`src/rtl/load_store_unit.sv`:
```
// RV32I memory stage: formats stores, extracts loads, and stalls the pipe until a variable-latency access completes.
// Misaligned or illegal accesses are answered locally with a fault flag and never reach memory.
module load_store_unit #(
  parameter int ADDR_WIDTH = 8
) (
  input  logic                  clock,
  input  logic                  resetn,
  input  logic                  req_valid,
  input  logic                  req_we,
  input  logic [2:0]            req_funct3,
  input  logic [31:0]           req_addr,
  input  logic [31:0]           req_wdata,
  output logic                  req_ready,
  output logic                  stall,
  output logic                  rsp_valid,
  output logic [31:0]           rsp_rdata,
  output logic                  rsp_misaligned,
  output logic                  mem_req,
  output logic                  mem_we,
  output logic [ADDR_WIDTH-3:0] mem_addr,
  output logic [3:0]            mem_be,
  output logic [31:0]           mem_wdata,
  input  logic                  mem_gnt,
  input  logic                  mem_rvalid,
  input  logic [31:0]           mem_rdata
);

  localparam logic [1:0] S_IDLE = 2'd0;
  localparam logic [1:0] S_REQ  = 2'd1;
  localparam logic [1:0] S_WAIT = 2'd2;
  localparam logic [1:0] S_RESP = 2'd3;

  logic [1:0]  state;
  logic [2:0]  op_funct3;
  logic [1:0]  op_off;
  logic        fault;
  logic [3:0]  st_be;
  logic [31:0] st_wdata;
  logic [7:0]  ld_byte;
  logic [15:0] ld_half;
  logic [31:0] ld_data;

  // Address bits above ADDR_WIDTH are deliberately dropped (wrap-around).
  logic unused_addr_hi;
  assign unused_addr_hi = ^req_addr[31:ADDR_WIDTH];

  assign req_ready = (state == S_IDLE);
  assign mem_req   = (state == S_REQ);
  assign rsp_valid = (state == S_RESP);
  assign stall     = ((state == S_IDLE) && req_valid) || (state == S_REQ) || (state == S_WAIT);

  always_comb begin
    fault = 1'b0;
    if (req_we) begin
      fault = (req_funct3 > 3'd2);
    end else begin
      fault = (req_funct3 == 3'd3) || (req_funct3 == 3'd6) || (req_funct3 == 3'd7);
    end
    case (req_funct3)
      3'd1, 3'd5: if (req_addr[0]) fault = 1'b1;
      3'd2:       if (req_addr[1:0] != 2'b00) fault = 1'b1;
      default: ;
    endcase
  end

  always_comb begin
    st_be    = 4'b1111;
    st_wdata = req_wdata;
    case (req_funct3[1:0])
      2'd0: begin
        st_wdata = {4{req_wdata[7:0]}};
        st_be    = 4'b0001 << req_addr[1:0];
      end
      2'd1: begin
        st_wdata = {2{req_wdata[15:0]}};
        st_be    = req_addr[1] ? 4'b1100 : 4'b0011;
      end
      default: ;
    endcase
    if (!req_we) st_be = 4'b0000;
  end

  assign ld_byte = mem_rdata[{op_off, 3'b000} +: 8];
  assign ld_half = op_off[1] ? mem_rdata[31:16] : mem_rdata[15:0];

  always_comb begin
    ld_data = mem_rdata;
    case (op_funct3)
      3'd0:    ld_data = {{24{ld_byte[7]}}, ld_byte};
      3'd1:    ld_data = {{16{ld_half[15]}}, ld_half};
      3'd4:    ld_data = {24'd0, ld_byte};
      3'd5:    ld_data = {16'd0, ld_half};
      default: ld_data = mem_rdata;
    endcase
  end

  always_ff @(posedge clock or negedge resetn) begin
    if (!resetn) begin
      state          <= S_IDLE;
      op_funct3      <= 3'd0;
      op_off         <= 2'd0;
      rsp_rdata      <= 32'd0;
      rsp_misaligned <= 1'b0;
      mem_we         <= 1'b0;
      mem_addr       <= '0;
      mem_be         <= 4'b0000;
      mem_wdata      <= 32'd0;
    end else begin
      case (state)
        S_IDLE: begin
          if (req_valid) begin
            op_funct3 <= req_funct3;
            op_off    <= req_addr[1:0];
            rsp_rdata <= 32'd0;
            if (fault) begin
              rsp_misaligned <= 1'b1;
              state          <= S_RESP;
            end else begin
              rsp_misaligned <= 1'b0;
              mem_we         <= req_we;
              mem_addr       <= req_addr[ADDR_WIDTH-1:2];
              mem_be         <= st_be;
              mem_wdata      <= st_wdata;
              state          <= S_REQ;
            end
          end
        end
        S_REQ: begin
          // A same-cycle rvalid alongside the grant belongs to nothing we issued.
          if (mem_gnt) state <= mem_we ? S_RESP : S_WAIT;
        end
        S_WAIT: begin
          if (mem_rvalid) begin
            rsp_rdata <= ld_data;
            state     <= S_RESP;
          end
        end
        default: state <= S_IDLE;
      endcase
    end
  end

endmodule

```
`config.mk`:
```
export PLATFORM = sky130hd
export DESIGN_NAME = load_store_unit
export DESIGN_NICKNAME = d
export VERILOG_FILES = /design/src/rtl/load_store_unit.sv
export SDC_FILE = /design/constraint.sdc
export NUM_CORES = 1
export LEC_CHECK = 0
export BUFFER_PORTS_ARGS = -buffer_cell sky130_fd_sc_hd__buf_2
export CORE_UTILIZATION = 30
export DETAILED_ROUTE_END_ITERATION = 16
export SETUP_SLACK_MARGIN = 0.15
export SYNTH_ARGS = -nofsm -noshare
export SYNTH_HDL_FRONTEND = slang
export SYNTH_SLANG_ARGS = --single-unit
```
`constraint.sdc`:
```
create_clock -name clock -period 2 [get_ports clock]
set_input_delay 0.3 -clock clock [delete_from_list [all_inputs] [get_ports clock]]
set_output_delay 0.3 -clock clock [all_outputs]
set_load 0.02 [all_outputs]
```
==> results of run 1 <==
==> worst paths after layout <==
| kind | start | depth (start not counted) | to | slack [ns] |
|---|---|---|---|---|
| min | req_addr[6] | 2 | mem_addr[4]$_DFFE_PN0P_ | 0.19 |
| max | state[0]$_DFFE_PN0P_ | 5 | stall | 0.23 |
| max reg2reg | op_off[0]$_DFFE_PN0P_ | 5 | rsp_rdata[19]$_DFFE_PN0P_ | 0.25 |
| min reg2reg | mem_be[1]$_DFFE_PN0P_ | 2 | mem_be[1]$_DFFE_PN0P_ | 0.48 |
| max in group asynchronous | resetn | 3 | rsp_rdata[4]$_DFFE_PN0P_ | 0.94 |
| min in group asynchronous | resetn | 2 | rsp_rdata[23]$_DFFE_PN0P_ | 0.41 |
==> flip-flops by register name, summed over array words and instances, names as in the netlist <==
register	flops
mem_be	4
state	2
mem_wdata	32
rsp_rdata	32
mem_addr	6
rsp_misaligned	1
op_funct3	3
op_off	2
mem_we	1
==> through the flow <==
step           cell area (um^2)  hold WS [ns]
6_report                   5530         0.191
5_1_grt                    5530         0.184
4_1_cts                    5490         0.179
3_3_place_gp               5120         0.219
3_5_place_dp               5120         0.219
2_1_floorplan              4040       0.00441
==> routing by layer <==
metal	up-vias	GRT usage	part of all wire
met5	-	0	0
met4	0	0.0649	0.016
met3	12	0.0523	0.086
met2	155	0.268	0.45
met1	1665	0.212	0.44
li1	1660	-	-
==> final cells by class <==
cell class              instances  area, um^2
fillers                      1293        7660
repair buffers                183        1030
well taps                     176         220
inverters                       8        30.0
multi-input cells             244        1830
flip-flops and latches         83        2080
clock buffers                  10         239
clock inverters                 6        95.1
==> power breakdown <==
group | total, uW | switching (uW) | leakage (uW) | internal [uW]
clock | 1840 | 704 | 0.000164 | 1140
combinational | 4330 | 2520 | 0.00161 | 1810
sequential | 2950 | 495 | 0.00106 | 2460
total | 9130 | 3720 | 0.00283 | 5410
==> cells in the final DEF (no fill, tap or decap), types with 14 or more instances in the layout <==
cell type,count
a21oi_1,19
a221o_1,17
buf_2,158
buf_4,17
dfrtp_1,81
mux2_2,18
mux2_4,14
mux2i_1,24
nand2_1,32
nor2_1,22
o21ai_0,42
==> worst max-delay path, cell delays in order, from the launching register on <==
cell     delay (ns)
dfrtp_1        0.40
buf_4          0.15
ha_1           0.24
nor2_1         0.15
nand2_2        0.08
buf_6          0.13
==> cells by family after synthesis <==
kind of cell / count (synthesis) / share of synthesized area
multiplexers: 56 / 0.162
AND/OR/NAND/NOR: 74 / 0.0800
buffers and inverters: 32 / 0.0366
AO/OA/AOI/OAI: 110 / 0.195
flip-flops: 83 / 0.514
adder cells (fa/ha/maj): 4 / 0.0124
==> timing repair <==
item,in CTS,in global routing
resized for setup,5,7
pin swaps,1,2
endpoints found under the hold margin,20,0
setup endpoints to repair,17,23
hold buffers,1,0
setup buffers,2,3
==> metrics.txt, run 1 <==
Die ar.=0.0139 mm^2; number of synthesized flops with an enable pin=0; PD cells=roughly 1700 mW/mm^2; first-pass GRT wire length=~18 mm; Warnings, synthesis=0; Max Cap Viol=0; number of placement rows=42; Main synth FF type=dfrtp_1; vias per cell=4.92; clk sink count=between 80 and 90; share of post-route cells with drive strength above 1=0.455; Ports=between 150 and 200; diode count=0; vias in the first global route=3496; Num CTS Buffers=9; Mean Syn Cell Area=between 10 and 15 um^2; f_max=approximately 0.56 GHz; DRT Pass-1 Iters=4; Vias=between 3000 and 4000; All-Layer GR Usage=0.168; ys async rst share=1.00; die height=118 um; Unique masters post-synth=33; Syn Nets=between 400 and 500; core area=between 0.01 and 0.015 mm^2; Port Buf Inserts=160; Setup TNS Final=0 ns; Slew HR=0.544; HP Class=in2reg; worst-margin pin slew=0.683 ns; Crit Path Class=reg2out; CTS clk-pin slew, worst paths=0.06 ns; Die W=118 um; Worst Path Required=1.70 ns; Initial Utilization=0.306; Inst Count DP=688; Max H-tree Level=3; pin count of the biggest net entering global routing=72; routability cong.=0.785; crit path DAT=1.47 ns; Place WS=-0.0342 ns; Critical Path Sink Type=output pin; residual DRC count=0; CTS tree=built; startpoint types=flip-flop; Detail Route Antenna Nets=0; clk root buf=clkbuf_16; Worst Skew=0.00539 ns; leak pwr=0.00283 uW; status=complete, no violations; Seq/Total Area, Yosys=0.514; final hold violation count=0; Final Max Tran Viols=0; Synth top area share=0.514; DPL Wire Length=between 8 and 9 mm; Worst-Skew Late Latency=0.34 ns; peak supply drop=roughly 660 uV; initial antenna violation count=0; grt ovf=0; most frequent cell after synthesis=dfrtp_1; post-route non-filler standard cell count=710; final setup violation count=0; cell accounting for the most synthesized area=dfrtp_1; Power Total=9130 uW; routed length per instance=15.9 um; Final Core Density=0.419; Post-Route WL=roughly 11 mm; setup ws final=0.226 ns; area added between synthesis and finish=36.9%; Iter 0 DRT Violations=194; Synth Instances=359; Clock Tree Buf Depth=2; RSZ-0062 raised after global routing=false; Tcrit/Tclk final=0.887; Post-Syn Area=0.00404 mm^2; Synth top cells by count=dfrtp_1, o21ai_0, nand2_1; Max FO, Critical Path=4; dominant cells by area after synthesis=dfrtp_1, mux2i_1, mux2_4; Synth Register Bits=83; NumNets Final=638; fin crit period=1.77 ns
No activity file was read; power rests on OpenSTA's default activity.
==> run 2, diff against run 1 <==
--- a/config.mk
+++ b/config.mk
@@ -6,8 +6,10 @@
 export NUM_CORES = 1
 export LEC_CHECK = 0
 export BUFFER_PORTS_ARGS = -buffer_cell sky130_fd_sc_hd__buf_2
-export CORE_UTILIZATION = 30
+export CORE_MARGIN = 3
+export CORE_UTILIZATION = 44
 export DETAILED_ROUTE_END_ITERATION = 16
+export PLACE_DENSITY = 0.76
 export SETUP_SLACK_MARGIN = 0.15
 export SYNTH_ARGS = -nofsm -noshare
 export SYNTH_HDL_FRONTEND = slang
==> constraint.sdc (replaced) <==
create_clock -name clock -period 2 [get_ports clock]
set_input_delay 0.2 -clock clock [delete_from_list [all_inputs] [get_ports clock]]
set_output_delay 0.2 -clock clock [all_outputs]
set_load 0.02 [all_outputs]
==> metrics.txt, run 2 (same netlist as run 1, synthesis figures left out) <==
Port Buf Inserts=160 (unchanged); Worst-Skew Late Latency=0.34 ns (about the same); startpoint types=flip-flop; Num CTS Buffers=9 (unchanged); Final Max Tran Viols=0 (unchanged); Hold Startpoint=req_addr[3]; commonest non-fill, non-tap cell in the layout=buf_2; met2 WL=5.08 mm (-0.63%); Critical Path Sink Type=flip-flop; DRT Pass-1 Iters=5 (+1); Ports=185 (unchanged); Iter 0 DRT Violations=128 (-34%); Worst Setup SP=state[0]$_DFFE_PN0P_; grt ovf=0 (unchanged); crit path DAT=2.01 ns (+0.54 ns); Worst Path Required=2.22 ns (+0.52 ns); Power Total=8850 uW (-3.1%); Worst R2R Start=state[0]$_DFFE_PN0P_; CTS clk-pin slew, worst paths=0.09 ns (+0.03 ns); Vias=3490 (-0.057%); Slew HR=0.652 (+0.108); Max H-tree Level=3 (unchanged); Tcrit/Tclk final=0.894 (+0.00677); Initial Utilization=0.459 (+0.152); routability cong.=0.762 (-2.9%); vias in the first global route=3440 (-1.6%); die height=102 um (-14%); initial antenna violation count=0 (unchanged); leak pwr=0.00282 uW (-0.55%); Clock Tree Buf Depth=2 (unchanged); PD cells=1640 mW/mm^2 (-0.68%); WL met3=1.05 mm (+8.3%); Max Cap Viol=0 (unchanged); share of post-route cells with drive strength above 1=0.447 (-0.00833); CP max stage cell=dfrtp_1; final hold violation count=0 (unchanged); Place WS=-0.161 ns (-0.127 ns); Reg2Reg Setup Slack=0.21 ns (-0.04 ns); Hold Path Cell Cnt=2 (unchanged); NumNets Final=639 (+0.16%); Critical Path Most Common Cell=inv_1; Hold EP=mem_addr[1]$_DFFE_PN0P_; status=complete, no violations; Die ar.=0.0104 mm^2 (-26%); core area=0.00881 mm^2 (-33%); area added between synthesis and finish=33.6%; peak supply drop=894 uV (+36%); setup ws final=0.212 ns (-0.0135 ns); Worst R2R Path Depth=8 (+3); vias per cell=5.43 (+10%); HP Class=in2reg; clk root buf=clkbuf_8; Max FO, Critical Path=16 (+12); Detail Route Antenna Nets=0 (unchanged); fin crit period=1.79 ns (+0.0135 ns); crit path cell chain=inv_1 > ha_1 > buf_4 > inv_1 > o21ai_0 > o21bai_4 > buf_12 > a221o_1; Worst Skew=0.0107 ns (+0.00536 ns); commonest non-fill, non-tap cells in the layout=buf_2, dfrtp_1, o21ai_0; RSZ-0062 raised after global routing=true; delay of the slowest critical-path stage=0.36 ns (-0.04 ns); Post-Route WL=10.8 mm (-4.2%); Die W=102 um (-14%); routed length per instance=16.8 um (+5.8%); clk sink count=83 (unchanged); first-pass GRT wire length=17.0 mm (-6.9%); worst-margin pin slew=0.523 ns (-0.161 ns); diode count=0 (unchanged); DP Area=0.00504 mm^2 (-1.4%); Crit Path Class=reg2reg; Design Area, Final=0.00540 mm^2 (-2.4%); number of placement rows=34 (-19%); DPL Wire Length=8.06 mm (-3.3%); biggest regs=mem_wdata (32), rsp_rdata (32), mem_addr (6); f_max=0.559 GHz (-0.76%); CTS tree=built; r2r endpoint=rsp_rdata[21]$_DFFE_PN0P_; final setup violation count=0 (unchanged); All-Layer GR Usage=0.208 (+0.0403); pin count of the biggest net entering global routing=46 (-36%); residual DRC count=0 (unchanged); uppermost routed layer=met4; Setup TNS Final=0 ns (unchanged); met1 WL=4.57 mm (-9.1%)
-- run 2: power by group --
part / total [uW] / internal (uW) / leakage, uW / switching, uW
Clock: 1450 / 835 / 0.000121 / 612
Sequential: 2940 / 2450 / 0.00106 / 486
Combinational: 4470 / 1900 / 0.00164 / 2570
Total: 8850 / 5190 / 0.00282 / 3670
-- run 2: repair_timing --
item                                    4_1_cts  5_1_grt
resized for setup                             2        5
pin swaps                                     1        1
hold buffers                                  1        0
cloned                                        0        1
endpoints found under the setup margin       17       17
buffers inserted                              2        3
hold endpoints to repair                     38        0
-- run 2: metal layers --
layer / track usage / vias to the layer above
met2: 0.348 / 161
met3: 0.0620 / 10
met4: 0.0634 / 0
li1: - / 1661
met1: 0.261 / 1658
met5: 0 / -
-- run 2: worst max path at each step --
stage	endpoint	cells past startpoint
final	rsp_rdata[21]$_DFFE_PN0P_	8
after global routing	rsp_rdata[18]$_DFFE_PN0P_	8
after detailed placement	rsp_rdata[21]$_DFFE_PN0P_	6
after floorplan	mem_addr[0]$_DFFE_PN0P_	7
after CTS	rsp_rdata[21]$_DFFE_PN0P_	5
after global placement	rsp_rdata[20]$_DFFE_PN0P_	6
-- run 2: stage by stage --
step | std cells | hold WS, ns | util
floorplan | 359 | -0.0956 | -
global placement | 620 | 0.205 | 0.573
detailed placement | 620 | 0.214 | 0.573
CTS | 639 | 0.0627 | 0.605
global route | 643 | 0.0666 | 0.613
finish | 643 | 0.0780 | 0.613
-- run 2: layout make-up --
class | count | area [um^2]
Multi-Input combinational cell | 244 | 1840
Timing Repair Buffer | 184 | 1070
Clock buffer | 10 | 128
Fill cell | 737 | 3410
Clock inverter | 6 | 113
Tap cell | 108 | 135
Sequential cell | 83 | 2080
Inverter | 8 | 30.0
-- run 2: worst max-delay path, delay by kind of cell, from the launching register on --
family | cells | cell delay (ns)
AOI/OAI and AO/OA | 3 | 0.63
buffers and inverters | 4 | 0.43
DFF | 1 | 0.36
adders and majority gates | 1 | 0.22
==> run 3, diff against run 2 <==
==> constraint.sdc (replaced) <==
create_clock -name clock -period 2.3 [get_ports clock]
set_input_delay 0.23 -clock clock [delete_from_list [all_inputs] [get_ports clock]]
set_output_delay 0.23 -clock clock [all_outputs]
set_load 0.02 [all_outputs]
==> metrics.txt, run 3 (same netlist as run 1, synthesis figures left out) <==
status=complete, no violations; clk sink count=83 (unchanged); initial antenna violation count=0 (unchanged); Slew HR=0.612 (-0.0397); startpoint types=flip-flop; Max H-tree Level=3 (unchanged); Critical Path Sink Type=flip-flop; All-Layer GR Usage=0.210 (+0.00131); Worst-Skew Late Latency=0.34 ns (about the same); Detail Route Antenna Nets=0 (unchanged); routability cong.=0.784 (+2.8%); fin crit period=1.98 ns (+0.189 ns); HP Class=in2reg; leak pwr=0.00271 uW (-3.8%); Port Buf Inserts=160 (unchanged); Num CTS Buffers=9 (unchanged); Clock Tree Buf Depth=2 (unchanged); Ports=185 (unchanged); PD cells=1390 mW/mm^2 (-15%); clk root buf=clkbuf_8; pin count of the biggest net entering global routing=72 (+57%); Post-CTS Setup Bufs=0 (-2); Vias=3484 (-0.17%); CP max stage cell=dfrtp_1; routed length per instance=17.3 um (+2.6%); residual DRC count=0 (unchanged); Worst Path Required=2.57 ns (+0.35 ns); worst-margin pin slew=0.582 ns (+0.0596 ns); delay of the slowest critical-path stage=0.41 ns (+0.05 ns); RSZ-0062 raised after global routing=false; biggest regs=mem_wdata (32), rsp_rdata (32), mem_addr (6); Worst Skew=0.00596 ns (-0.00479 ns); Hold Startpoint=req_addr[6]; core area=0.00881 mm^2 (unchanged); f_max=0.506 GHz (-9.5%); diode count=0 (unchanged); Final Max Tran Viols=0 (unchanged); Fillers=743 (+0.81%); number of placement rows=34 (unchanged); commonest non-fill, non-tap cells in the layout=buf_2, dfrtp_1, o21ai_0; Worst R2R Path Depth=7 (-1); Crit Path Class=reg2reg; die height=102 um (unchanged); crit path DAT=2.25 ns (+0.24 ns); Hold EP=mem_addr[4]$_DFFE_PN0P_; DRT Pass-1 Iters=5 (unchanged); Max FO, Critical Path=16 (unchanged); Post-Route WL=10.9 mm (+0.50%); commonest non-fill, non-tap cell in the layout=buf_2; Hold Path Cell Cnt=2 (unchanged); Die W=102 um (unchanged); Multi-input gate area=0.00183 mm^2 (-0.82%); first-pass GRT wire length=17.1 mm (+0.44%); vias per cell=5.53 (+1.9%); CTS tree=built; crit path cell chain=inv_1 > ha_1 > nand2b_1 > nand3_1 > a2111oi_4 > buf_6 > a221o_1; NumNets Final=627 (-1.9%); vias in the first global route=3464 (+0.70%); Reg2Reg Setup Slack=0.32 ns (+0.11 ns); Tcrit/Tclk final=0.859 (-0.0346); DPL Wire Length=7.86 mm (-2.5%); final setup violation count=0 (unchanged); share of post-route cells with drive strength above 1=0.429 (-0.0176); Die ar.=0.0104 mm^2 (unchanged); peak supply drop=685 uV (-23%); grt ovf=0 (unchanged); register area=0.00208 mm^2 (unchanged); Initial Utilization=0.459 (unchanged); final hold violation count=0 (unchanged); Max Cap Viol=0 (unchanged); Final Core Density=0.590 (-0.0229); r2r endpoint=rsp_rdata[18]$_DFFE_PN0P_; Worst R2R Start=state[0]$_DFFE_PN0P_; area added between synthesis and finish=28.6%; Setup TNS Final=0 ns (unchanged); Iter 0 DRT Violations=135 (+5.5%); CTS clk-pin slew, worst paths=0.08 ns (about the same)
==> run 3: stage by stage <==
step	instances	worst slack [ns]	hold WS [ns]	power, uW	cell area [um^2]
after global placement	614	0.172	0.227	6030	4970
final	630	0.324	0.115	7220	5190
after floorplan	359	0.352	-0.0656	4920	4040
after global routing	630	0.174	0.0950	7710	5190
after detailed placement	614	-0.00182	0.237	6160	4970
after CTS	630	0.269	0.0954	7270	5180
==> run 3: worst max-delay path: cells and delay by family (launching register included) <==
kind / cells / cell delay, ns
compound gates: 2 / 0.54
simple gates: 2 / 0.36
fa+ha+maj: 1 / 0.29
buf+inv: 2 / 0.31
flops: 1 / 0.41
==> run 3: layout make-up <==
class,instances,area share
clock buffer,11,0.0291
clock inverter,4,0.00964
inverter,8,0.00578
multi-input combinational,244,0.351
sequential,83,0.400
tap,108,0.0260
timing repair buffer,172,0.178
==> run 3: layer usage <==
metal / GRT usage / up-vias / wire length (um)
met5: 0 / - / 0
met4: 0.0726 / 0 / 146
met3: 0.0551 / 13 / 1090
met2: 0.348 / 174 / 5120
met1: 0.266 / 1665 / 4520
li1: - / 1632 / -
==> run 3: repair_timing <==
action,4_1_cts,5_1_grt
hold endpoints to repair,37,0
hold buffers,1,0
setup endpoints to repair,16,16
resized for setup,1,2
==> run 3: worst max-delay path by stage <==
stage / from / to / slack, ns / depth (start not counted)
6_report: state[0]$_DFFE_PN0P_ / rsp_rdata[18]$_DFFE_PN0P_ / 0.32 / 7
5_1_grt: state[0]$_DFFE_PN0P_ / rsp_rdata[25]$_DFFE_PN0P_ / 0.17 / 7
3_5_place_dp: state[0]$_DFFE_PN0P_ / rsp_rdata[17]$_DFFE_PN0P_ / -0.002 / 6
2_1_floorplan: state[0]$_DFFE_PN0P_ / mem_addr[0]$_DFFE_PN0P_ / 0.35 / 7
4_1_cts: state[0]$_DFFE_PN0P_ / rsp_rdata[19]$_DFFE_PN0P_ / 0.27 / 6
3_3_place_gp: state[0]$_DFFE_PN0P_ / rsp_rdata[21]$_DFFE_PN0P_ / 0.17 / 6
==> run 3: power by group <==
group          internal [uW]  total, uW  switching, uW
clock                    554       1070            519
sequential              2130       2620            485
combinational           1420       3530           2110
